$ cat config.mk
export PLATFORM = sky130hd
export DESIGN_NAME = microseq_param
export DESIGN_NICKNAME = d
export VERILOG_FILES = /design/src/rtl/microseq_param.sv
export SDC_FILE = /design/constraint.sdc
export NUM_CORES = 1
export LEC_CHECK = 0
export CORE_UTILIZATION = 58
export CTS_BUF_LIST = sky130_fd_sc_hd__clkbuf_8
export CTS_CLUSTER_DIAMETER = 30
export CTS_CLUSTER_SIZE = 16
export DETAILED_ROUTE_END_ITERATION = 10
export PLACE_DENSITY = 0.9
export SETUP_SLACK_MARGIN = 0.5
export SYNTH_ARGS = -nofsm -noshare
export SYNTH_HDL_FRONTEND = slang
export SYNTH_SLANG_ARGS = --single-unit
$ cat constraint.sdc
create_clock -name clk -period 3.5 [get_ports clk]
set_input_delay 0.7 -clock clk [delete_from_list [all_inputs] [get_ports clk]]
set_output_delay 0.7 -clock clk [all_outputs]
set_load 0.01 [all_outputs]
$ cat src/rtl/microseq_param.sv
// microseq_param: parameterised microsequencer with conditional branch, opcode dispatch and return stack
module microseq_param #(
    parameter int AW          = 5,
    parameter int OPW         = 4,
    parameter int NFLAG       = 4,
    parameter int DEPTH       = 4,
    parameter int FETCH_ADDR  = 0,
    parameter int DISP_BASE   = 0,
    parameter int DISP_STRIDE = 2,
    localparam int CW  = (NFLAG > 1) ? $clog2(NFLAG) : 1,
    localparam int SPW = $clog2(DEPTH + 1)
) (
    input  logic             clk,
    input  logic             rst_n,
    input  logic [2:0]       mode,
    input  logic [AW-1:0]    na,
    input  logic [OPW-1:0]   opcode,
    input  logic [NFLAG-1:0] flags,
    input  logic [CW-1:0]    csel,
    input  logic             cinv,
    input  logic             hold,
    output logic [AW-1:0]    upc,
    output logic [SPW-1:0]   sp,
    output logic             stk_ovf,
    output logic             stk_unf
);
    typedef enum logic [2:0] {
        M_SEQ   = 3'd0,
        M_JUMP  = 3'd1,
        M_DISP  = 3'd2,
        M_CJMP  = 3'd3,
        M_CALL  = 3'd4,
        M_RET   = 3'd5,
        M_FETCH = 3'd6,
        M_SEQ7  = 3'd7
    } mode_t;

    logic [AW-1:0]     stk [DEPTH];
    logic [2**CW-1:0]  fext;
    logic              cond;
    logic [AW-1:0]     upc_inc;
    logic [AW-1:0]     disp;
    logic [AW-1:0]     top;
    logic [AW-1:0]     upc_n;
    logic [SPW-1:0]    sp_n;
    logic              ovf_n;
    logic              unf_n;
    logic              push;

    assign upc_inc = upc + AW'(1);
    assign disp    = AW'(DISP_BASE) + AW'(opcode) * AW'(DISP_STRIDE);
    assign cond    = fext[csel] ^ cinv;

    // Zero-extend the flags so out-of-range selects read as 0
    always_comb begin
        fext = '0;
        fext[NFLAG-1:0] = flags;
    end

    // Top-of-stack entry, only meaningful when sp > 0
    always_comb begin
        top = '0;
        for (int i = 0; i < DEPTH; i++)
            if (sp == SPW'(i + 1)) top = stk[i];
    end

    // Next-address selection and stack bookkeeping
    always_comb begin
        upc_n = upc_inc;
        sp_n  = sp;
        ovf_n = stk_ovf;
        unf_n = stk_unf;
        push  = 1'b0;
        case (mode_t'(mode))
            M_JUMP:  upc_n = na;
            M_DISP:  upc_n = disp;
            M_CJMP:  upc_n = cond ? na : upc_inc;
            M_CALL: begin
                upc_n = na;
                if (sp != SPW'(DEPTH)) begin
                    push = !hold;
                    sp_n = sp + SPW'(1);
                end else begin
                    ovf_n = 1'b1;
                end
            end
            M_RET: begin
                if (sp != '0) begin
                    upc_n = top;
                    sp_n  = sp - SPW'(1);
                end else begin
                    upc_n = AW'(FETCH_ADDR);
                    unf_n = 1'b1;
                end
            end
            M_FETCH: begin
                upc_n = AW'(FETCH_ADDR);
                sp_n  = '0;
            end
            default: upc_n = upc_inc;
        endcase
    end

    // Architectural state register, frozen while hold is high
    always_ff @(posedge clk or negedge rst_n) begin
        if (!rst_n) begin
            upc     <= AW'(FETCH_ADDR);
            sp      <= '0;
            stk_ovf <= 1'b0;
            stk_unf <= 1'b0;
        end else if (!hold) begin
            upc     <= upc_n;
            sp      <= sp_n;
            stk_ovf <= ovf_n;
            stk_unf <= unf_n;
        end
    end

    // Return-stack storage, written at the current occupancy on a push
    always_ff @(posedge clk or negedge rst_n) begin
        if (!rst_n) begin
            for (int i = 0; i < DEPTH; i++) stk[i] <= '0;
        end else if (push) begin
            for (int i = 0; i < DEPTH; i++)
                if (sp == SPW'(i)) stk[i] <= upc_inc;
        end
    end
endmodule

==> results of run 1 <==
[flip-flops by register name (all words and copies together), names as in the netlist]
signal,cells
upc,5
stk_unf,1
stk_ovf,1
sp,3
stk,20
[worst max-delay path, stage by stage (launching register included)]
cell and delay [ns]:
dfrtp_1 0.71, inv_1 0.25, ha_1 0.41, nor4b_4 0.43, a222oi_1 0.12, a221oi_1 0.36
o21ai_0 0.16, o211ai_1 0.13
[final cells by class]
class                           count  area (um^2)
Tap cell                           31         38.8
Fill cell                         179          642
Clock inverter                      3         37.5
Timing Repair Buffer               32          318
Multi-Input combinational cell    142          962
Clock buffer                        5         68.8
Sequential cell                    30          751
Inverter                            3         11.3
[stage by stage]
| stage | hold slack (ns) | instance area [um^2] | total power [mW] | utilization, % |
|---|---|---|---|---|
| finish | 0.484 | 2190 | 1.51 | 77.3 |
| global route | 0.498 | 2190 | 1.59 | 77.3 |
| CTS | 0.489 | 2190 | 1.51 | 77.3 |
| detailed placement | 0.473 | 2080 | 1.17 | 73.6 |
| global placement | 0.453 | 2080 | 1.13 | 73.6 |
| floorplan | 0.404 | 1760 | 0.938 | - |
[cell families (layout without fill, tap and decap cells)]
kind of cell	count (synthesis)	count (layout)	share of synthesized area, %
and+or+nand+nor	67	67	20.3
xor gates and xnor gates	8	8	3.97
buffers and inverters	11	43	2.84
DFF	30	30	42.6
muxes	9	9	6.17
adders and majority gates	7	7	4.97
AOI/OAI and AO/OA	51	51	19.2
[worst min path at each step]
| stage | endpoint | slack (ns) | cells past startpoint |
|---|---|---|---|
| global route | stk_unf | 0.50 | 1 |
| detailed placement | stk_unf | 0.47 | 1 |
| global placement | stk_unf | 0.45 | 1 |
| finish | stk_unf | 0.48 | 1 |
| CTS | stk_ovf | 0.49 | 1 |
| floorplan | sp[0] | 0.40 | 0 |
[where the power goes]
part           switching, mW  internal [mW]  leakage (nW)
clock                  0.121          0.207        0.0607
sequential             0.132          0.477         0.387
combinational          0.293          0.281         0.469
[layer usage]
metal / up-vias / global-route usage [%] / share of wire (%)
met5: - / 0 / 0
met4: 0 / 11.5 / 2.4
met3: 10 / 7.48 / 7.3
met2: 87 / 50.1 / 51
met1: 770 / 38.2 / 39
li1: 730 / - / -
[cells in the mapped netlist, drive strengths merged (3+ instances only)]
master and number:
nor2b 3, inv 3, mux2i 3, o21ai 23, clkbuf 3, a21o 4
nand2b 7, dfrtp 30, nand3b 3, nand2 32, buf 5, o211ai 3
nand3 10, a221oi 5, mux2 5, nor3b 4, o311ai 3, a222oi 4
a21oi 3, xnor2 5, ha 7, xor2 3
==> impl_metrics.yaml, run 1 <==
clocking:
  cts_tree: "built"
  cts_buffers: 5
  root_buffer: "clkbuf_8"
  cts.clk_slew.worst_paths_ns: 0.06
  hold_buffers: 0
  htree_num_levels: 2
  cts.sinks: 30
  clockBufferDepth: 2
  cts_resized: 0
  clock_latency_ns: 0.28
  cts_setup_buffers: 0
synthesis:
  ys.flop_type: "dfrtp_1"
  ys_ff_latch: 30
  synth_warnings: 0
  yosys.cell_types.count: 38
  syn_inst: 183
  yosysSeqAreaShare_pct: 42.6
  synth.net_count: 212
  yosysTopAreaCell: "dfrtp_1"
  synth_top_area_share_pct: 42.6
  syn_area_um2: 1760
  async_reset_ff_share_pct: 100
  synth.top_cells.by_area: "dfrtp_1, nand2_1, o21ai_0"
  avgSynthCellArea_um2: 9.63
  synth-edff-count: 0
power_and_ir_drop:
  ir_drop_mv: 0.493
  power.density_nw_per_um2: 690
  power_leakage_nw: 0.917
route:
  wl_mm: 4.45
  post-route-drc-count: 0
  viasPerCell: 6.49
  post_drt_wl_per_cell_um: 18.1
  dr.pass1.iters: 7
  vias: 1597
  ant_nets: 0
  drt-initial-drc-count: 165
floorplanning:
  io_pins: 32
  die_h_um: 57.1
  initial_core_util_pct: 62.3
  rows: 19
  dieArea_um2: 3260
  core_um2: 2830
  fp.dieW_um: 57.1
final_layout:
  nets: 243
  layout_commonest_cell: "nand2_1"
  finalNonFillerCells: 246
  synthToLayoutAreaGrowth_pct: 24.1
  drive_gt1_share_pct: 7.91
  n_antenna_cell: 0
  final_cell_mix: "nand2_1, clkdlybuf4s50_1, dfrtp_1"
critical_path:
  worstSetupEndpoint: "upc[2]"
  critPathCaptureType: "register"
  worst_r2r_endpoint: "upc[2]"
  critPathRequiredTime_ns: 3.68
  rr_worst_depth: 7
  r2r_setup_slack_ns: 0.83
  crit_type: "reg2reg"
  cp_max_fo: 18
  critPathLaunchType: "register"
  arrival_ns: 2.85
  r2r-start: "sp[2]"
  crit_start: "sp[2]"
timing:
  period_minus_slack_ns: 2.67
  fin_tns_setup_ns: 0
  finalSetupViolations: 0
  final_hold_viol_count: 0
  fin_crit_sh_pct: 76.3
  finalMaxSlewViolations: 0
  setup_ws_ns: 0.831
  fmax_ghz: 0.375
  worstMarginPinSlew_ns: 0.699
  rsz0062_at_grt: "false"
  max_slew_margin_pct: 52.7
  finClkSkew_ns: 0.00686
global_routing:
  antenna_found_initial: 0
  grt_pass1_vias: 1506
  track_usage_pct: 30.1
  grt_first_pass_wirelength_mm: 7.22
  overflow: 0
  grt_max_degree: 31
place:
  gp_congestion: 0.876
  dp.cells: 238
  place_hpwl_mm: 3.21
  preCtsSetupSlack_ns: 0.771
  io_buffers: 31
worst_hold_path:
  hold_path_class: "reg2reg"
  hold_start: "stk_unf"
status:
  run_status: "finished clean"
flow_run:
  max_cap_viol_count: 0
Note: power is estimated with default switching activity, not from simulation.
==> inputs of run 2 (changes only) <==
- CORE_UTILIZATION: 58 -> 54
- PLACE_DENSITY: 0.9 -> 0.85
- clock period: 3.5 -> 2.7 ns (I/O delays scaled with it)
==> run 2 against run 1 <==
Compared with the run above:
- clock power rose by 15%
- critical endpoint is now upc[4]
- critical path type is now in2reg
- combinational power rose by 44%
- final area rose by 4.2%
- wire length fell by 0.83%
- total power rose by 28%
- core utilization fell by 3.3 points
- sequential share of layout area fell by 1.4 points
==> impl_metrics.yaml, run 2 (synthesis results as in run 1) <==
timing:
  finalMaxSlewViolations: 0
  rsz0062_at_grt: "true"
  finalSetupViolations: 0
  fin_crit_sh_pct: 79.5
  finClkSkew_ns: 0.00709
  fmax_ghz: 0.466
  worstMarginPinSlew_ns: 0.486
  timing.hold.ws_ns: 0.475
  max_slew_margin_pct: 67.5
  final_hold_viol_count: 0
  period_minus_slack_ns: 2.15
  fin_tns_setup_ns: 0
route:
  viasPerCell: 6.09
  post_drt_wl_per_cell_um: 16.6
  wl_mm: 4.41
  ant_nets: 0
  drt-initial-drc-count: 142
  vias: 1619
  dr.pass1.iters: 8
  post-route-drc-count: 0
worst_hold_path:
  hold_path_class: "reg2reg"
power_and_ir_drop:
  p_clk_share_pct: 19.4
  ir_drop_mv: 0.545
  swShare_pct: 37.0
  p_switching_mw: 0.717
  power.density_nw_per_um2: 851
  pwr-share-comb_pct: 42.5
  power_leakage_nw: 0.944
  seqPwrFrac_pct: 38.1
  p_int_mw: 1.22
final_layout:
  reg_top3: "stk: 20 flops, upc: 5 flops, sp: 3 flops"
  n_antenna_cell: 0
  nets: 250
  final_cell_mix: "nand2_1, clkdlybuf4s50_1, dfrtp_1"
  synthToLayoutAreaGrowth_pct: 29.2
  drive_gt1_share_pct: 14.4
  largest_register_ff_count: 20
  fillCellCount: 218
  layout_commonest_cell: "nand2_1"
  top_register: "stk"
clocking:
  cts.sinks: 30
  cts_tree: "built"
  cts.clk_slew.worst_paths_ns: 0.07
  cts_buffers: 5
  clockBufferDepth: 2
  htree_num_levels: 2
  root_buffer: "clkbuf_8"
  clock_latency_ns: 0.29
floorplanning:
  fp.dieW_um: 59.1
  rows: 20
  io_pins: 32
  die_h_um: 59.1
  dieArea_um2: 3500
  initial_core_util_pct: 57.3
  core_um2: 3080
critical_path:
  critPathLaunchType: "primary input"
  crit_type: "in2reg"
  arrival_ns: 2.33
  crit_path_max_incr_delay_ns: 0.55
  path_cells: "clkdlybuf4s50_1, mux2i_1, xnor2_1, a22oi_1, a31oi_2, o311ai_2"
  critPathCaptureType: "register"
  critPathSlowestCell: "clkdlybuf4s50_1"
  path_buf_inv: 1
  critPathRequiredTime_ns: 2.88
  critPathTopFamily: "compound AO/OA/AOI/OAI gates"
  cp_max_fo: 5
global_routing:
  grtUsageMet2_pct: 47.6
  antenna_found_initial: 0
  overflow: 0
  grt.met1_usage_pct: 35.4
  track_usage_pct: 28.4
  grt_first_pass_wirelength_mm: 7.30
  top_usage_layer: "met2"
  met3_usage_pct: 5.24
  grt_pass1_vias: 1618
  grt_max_degree: 31
flow_run:
  max_cap_viol_count: 0
status:
  run_status: "finished clean"
place:
  place_hpwl_mm: 3.11
  gp_congestion: 0.861
  io_buffers: 31
## run 2: final cells by class
class | count | area, um^2 | share of cell area (%)
Sequential cell | 30 | 751 | 32.9
Inverter | 3 | 11.3 | 0.494
Tap cell | 44 | 55.1 | 2.42
Clock inverter | 2 | 8.76 | 0.384
Clock buffer | 6 | 82.6 | 3.62
Timing Repair Buffer | 39 | 370 | 16.3
Multi-Input combinational cell | 142 | 1000 | 43.9
## run 2: power by group through the flow
| stage | sequential [mW] | clock, mW | combinational (mW) |
|---|---|---|---|
| after CTS | 0.737 | 0.375 | 0.790 |
| after global placement | 0.734 | 0 | 0.747 |
| after global routing | 0.759 | 0.395 | 0.912 |
| final | 0.739 | 0.376 | 0.825 |
| after detailed placement | 0.743 | 0 | 0.784 |
| after floorplan | 0.738 | 0 | 0.477 |
## run 2: worst paths after layout
check                      depth (start not counted)     from       to  slack, ns
max                                                6  csel[1]   upc[4]       0.55
min                                                1  stk_unf  stk_unf       0.47
max reg2reg                                        8    sp[0]   upc[4]       0.55
min reg2reg                                        1  stk_unf  stk_unf       0.47
max in group asynchronous                          2    rst_n  stk[18]       1.76
min in group asynchronous                          2    rst_n  stk_unf       0.64
## run 2: what timing repair did
action,4_1_cts,5_1_grt
setup endpoints to repair,2,6
gates resized for setup,1,6
gates cloned,0,0
pin swaps,1,2
endpoints found under the hold margin,0,0
hold buffers,0,0
setup buffers,0,3
## run 2: routing by layer
metal / up-vias / part of all wire (%) / routed length, um
met5: - / 0 / 0
met4: 0 / 2.8 / 122
met3: 18 / 4.8 / 213
met2: 72 / 50 / 2220
met1: 789 / 42 / 1860
li1: 740 / - / -
## run 2: metrics by stage
step	utilization [%]	power [mW]	instances	setup slack [ns]	instance area, um^2
6_report	74.0	1.94	266	0.553	2280
4_1_cts	72.2	1.90	263	0.534	2220
3_3_place_gp	69.1	1.48	255	0.297	2130
2_1_floorplan	-	1.22	183	0.722	1760
3_5_place_dp	69.1	1.53	255	0.226	2130
5_1_grt	74.0	2.07	266	0.489	2280
## run 2: worst reg2reg max path, stage by stage (launching register included)
cell and delay, ns:
dfrtp_1 0.43, ha_1 0.23, ha_2 0.25, nor4b_4 0.31, buf_4 0.18, nand2_1 0.05
a221oi_1 0.31, o21ai_0 0.17, o311ai_2 0.11
==> inputs of run 3 (changes only) <==
- clock period: 2.7 -> 2.1 ns (I/O delays scaled with it)
==> run 3 against run 2 <==
Compared with the run above:
- via count rose by 3.2%
- register-to-register slack got worse by 0.44 ns
- final area up 13%
- sequential cell count unchanged
- wire length grew 17%
- core utilization grew 9.8 points
- critical endpoint is now upc[0]
- largest cell class unchanged
==> impl_metrics.yaml, run 3 (synthesis results as in run 1) <==
final_layout:
  reg_top3: "stk: 20 flops, upc: 5 flops, sp: 3 flops"
  final_cell_mix: "nand2_1, dfrtp_1, buf_4"
  n_antenna_cell: 0
  nets: 273
  finalNonFillerCells: 288
  drive_gt1_share_pct: 31.1
  layout_commonest_cell: "nand2_1"
  largest_register_ff_count: 20
  top_register: "stk"
  synthToLayoutAreaGrowth_pct: 46.3
power_and_ir_drop:
  power.density_nw_per_um2: 1140
  totalPowerFinal_mw: 2.94
  power_leakage_nw: 1.11
  ir_drop_mv: 0.649
floorplanning:
  dieArea_um2: 3500
  io_pins: 32
  initial_core_util_pct: 57.3
  fp.dieW_um: 59.1
  rows: 20
  die_h_um: 59.1
  core_um2: 3080
critical_path:
  arrival_ns: 2.16
  path_cells: "ha_2, ha_4, nor4b_4, buf_4, nand2_1, a221oi_2, mux2i_1, o311ai_1"
  critPathCaptureType: "register"
  critPathLaunchType: "register"
  r2r_setup_slack_ns: 0.12
  crit_path_max_incr_delay_ns: 0.44
  cp_max_fo: 5
  crit_type: "reg2reg"
  critPathSlowestCell: "dfrtp_2"
  critPathRequiredTime_ns: 2.28
  rr_worst_depth: 8
flow_run:
  max_cap_viol_count: 0
route:
  drt-initial-drc-count: 96
  wl_mm: 5.14
  viasPerCell: 5.80
  ant_nets: 0
  dr.pass1.iters: 4
  post_drt_wl_per_cell_um: 17.9
  post-route-drc-count: 0
  vias: 1670
worst_hold_path:
  holdPathStages: 1
  hold_path_class: "reg2reg"
clocking:
  clockBufferDepth: 2
  root_buffer: "clkbuf_8"
  cts_buffers: 5
  cts.sinks: 30
  clock_latency_ns: 0.29
  cts_tree: "built"
  htree_num_levels: 2
  cts.clk_slew.worst_paths_ns: 0.07
timing:
  fmax_ghz: 0.504
  finalMaxSlewViolations: 0
  rsz0062_at_grt: "true"
  final_hold_viol_count: 0
  fin_crit_sh_pct: 94.4
  period_minus_slack_ns: 1.98
  max_slew_margin_pct: 72.8
  worstMarginPinSlew_ns: 0.408
  finalSetupViolations: 0
  finClkSkew_ns: 0.0121
global_routing:
  grt_first_pass_wirelength_mm: 7.67
  overflow: 0
  track_usage_pct: 30.7
  grt_pass1_vias: 1598
  antenna_found_initial: 0
  grt_max_degree: 31
place:
  dp.cells: 264
  place_hpwl_mm: 3.32
  gp_congestion: 0.793
  io_buffers: 31
status:
  run_status: "finished clean"
run 3: cell types whose count changed in the layout (fill, tap and decap cells not counted), moves of 3 or more:
cell and change:
a221oi_1 -3, inv_1 -4, clkbuf_2 +3, o21ai_0 -6
a221oi_2 +3, buf_4 +18, o21ai_1 +5, clkdlybuf4s50_1 -17
dlygate4sd2_1 +13, buf_6 +5, nand3_1 -4, nand3_2 +3
run 3: worst paths after layout:
| kind | start | end |
|---|---|---|
| worst min register to register | stk_unf | stk_unf |
| max in group asynchronous | rst_n | upc[0] |
| min in group asynchronous | rst_n | stk_unf |
| worst min-delay path | stk_unf | stk_unf |
| worst max-delay path | sp[0] | upc[0] |
| worst max register to register | sp[0] | upc[0] |
run 3: final cells by class:
type | count | area (um^2)
tap | 44 | 55.1
timing repair buffer | 62 | 533
clock buffer | 6 | 82.6
clock inverter | 1 | 30.0
fill | 185 | 499
multi-input combinational | 142 | 1110
inverter | 3 | 13.8
sequential | 30 | 753
run 3: metrics by stage:
stage	TNS (ns)	utilization [%]	setup slack, ns	hold slack (ns)	area (um^2)
finish	0	83.8	0.117	0.472	2580
global route	0	83.8	0.0264	0.482	2580
CTS	0	79.8	0.165	0.481	2460
detailed placement	-1.44	72.5	-0.298	0.466	2230
global placement	-0.769	72.5	-0.169	0.454	2230
floorplan	0	-	0.265	0.124	1810
run 3: report_power, final:
part | total (mW) | leakage [nW] | internal [mW] | switching, mW
sequential | 0.951 | 0.385 | 0.798 | 0.153
clock | 0.591 | 0.0573 | 0.379 | 0.212
combinational | 1.40 | 0.671 | 0.682 | 0.720
run 3: per-layer routing:
metal  global-route usage, %  routed length (um)  part of all wire, %
met2                    53.9                2730                   53
met5                       0                   0                    0
met4                    14.6                 149                  2.9
met1                    36.0                2040                   40
met3                    6.11                 218                  4.2
run 3: critical path: cells and delay by family, from the launching register on:
kind / cells / cell delay (ns)
AO/OA/AOI/OAI: 2 / 0.29
adder cells (fa/ha/maj): 2 / 0.37
buffers and inverters: 1 / 0.18
multiplexers: 1 / 0.10
flip-flops: 1 / 0.44
AND/OR/NAND/NOR: 2 / 0.47
run 3: timing repair:
action,in CTS,in global routing
cloned,0,0
pin swaps,9,7
setup buffers,10,7
gates resized for setup,31,28
hold buffers,0,0
setup endpoints to repair,38,27
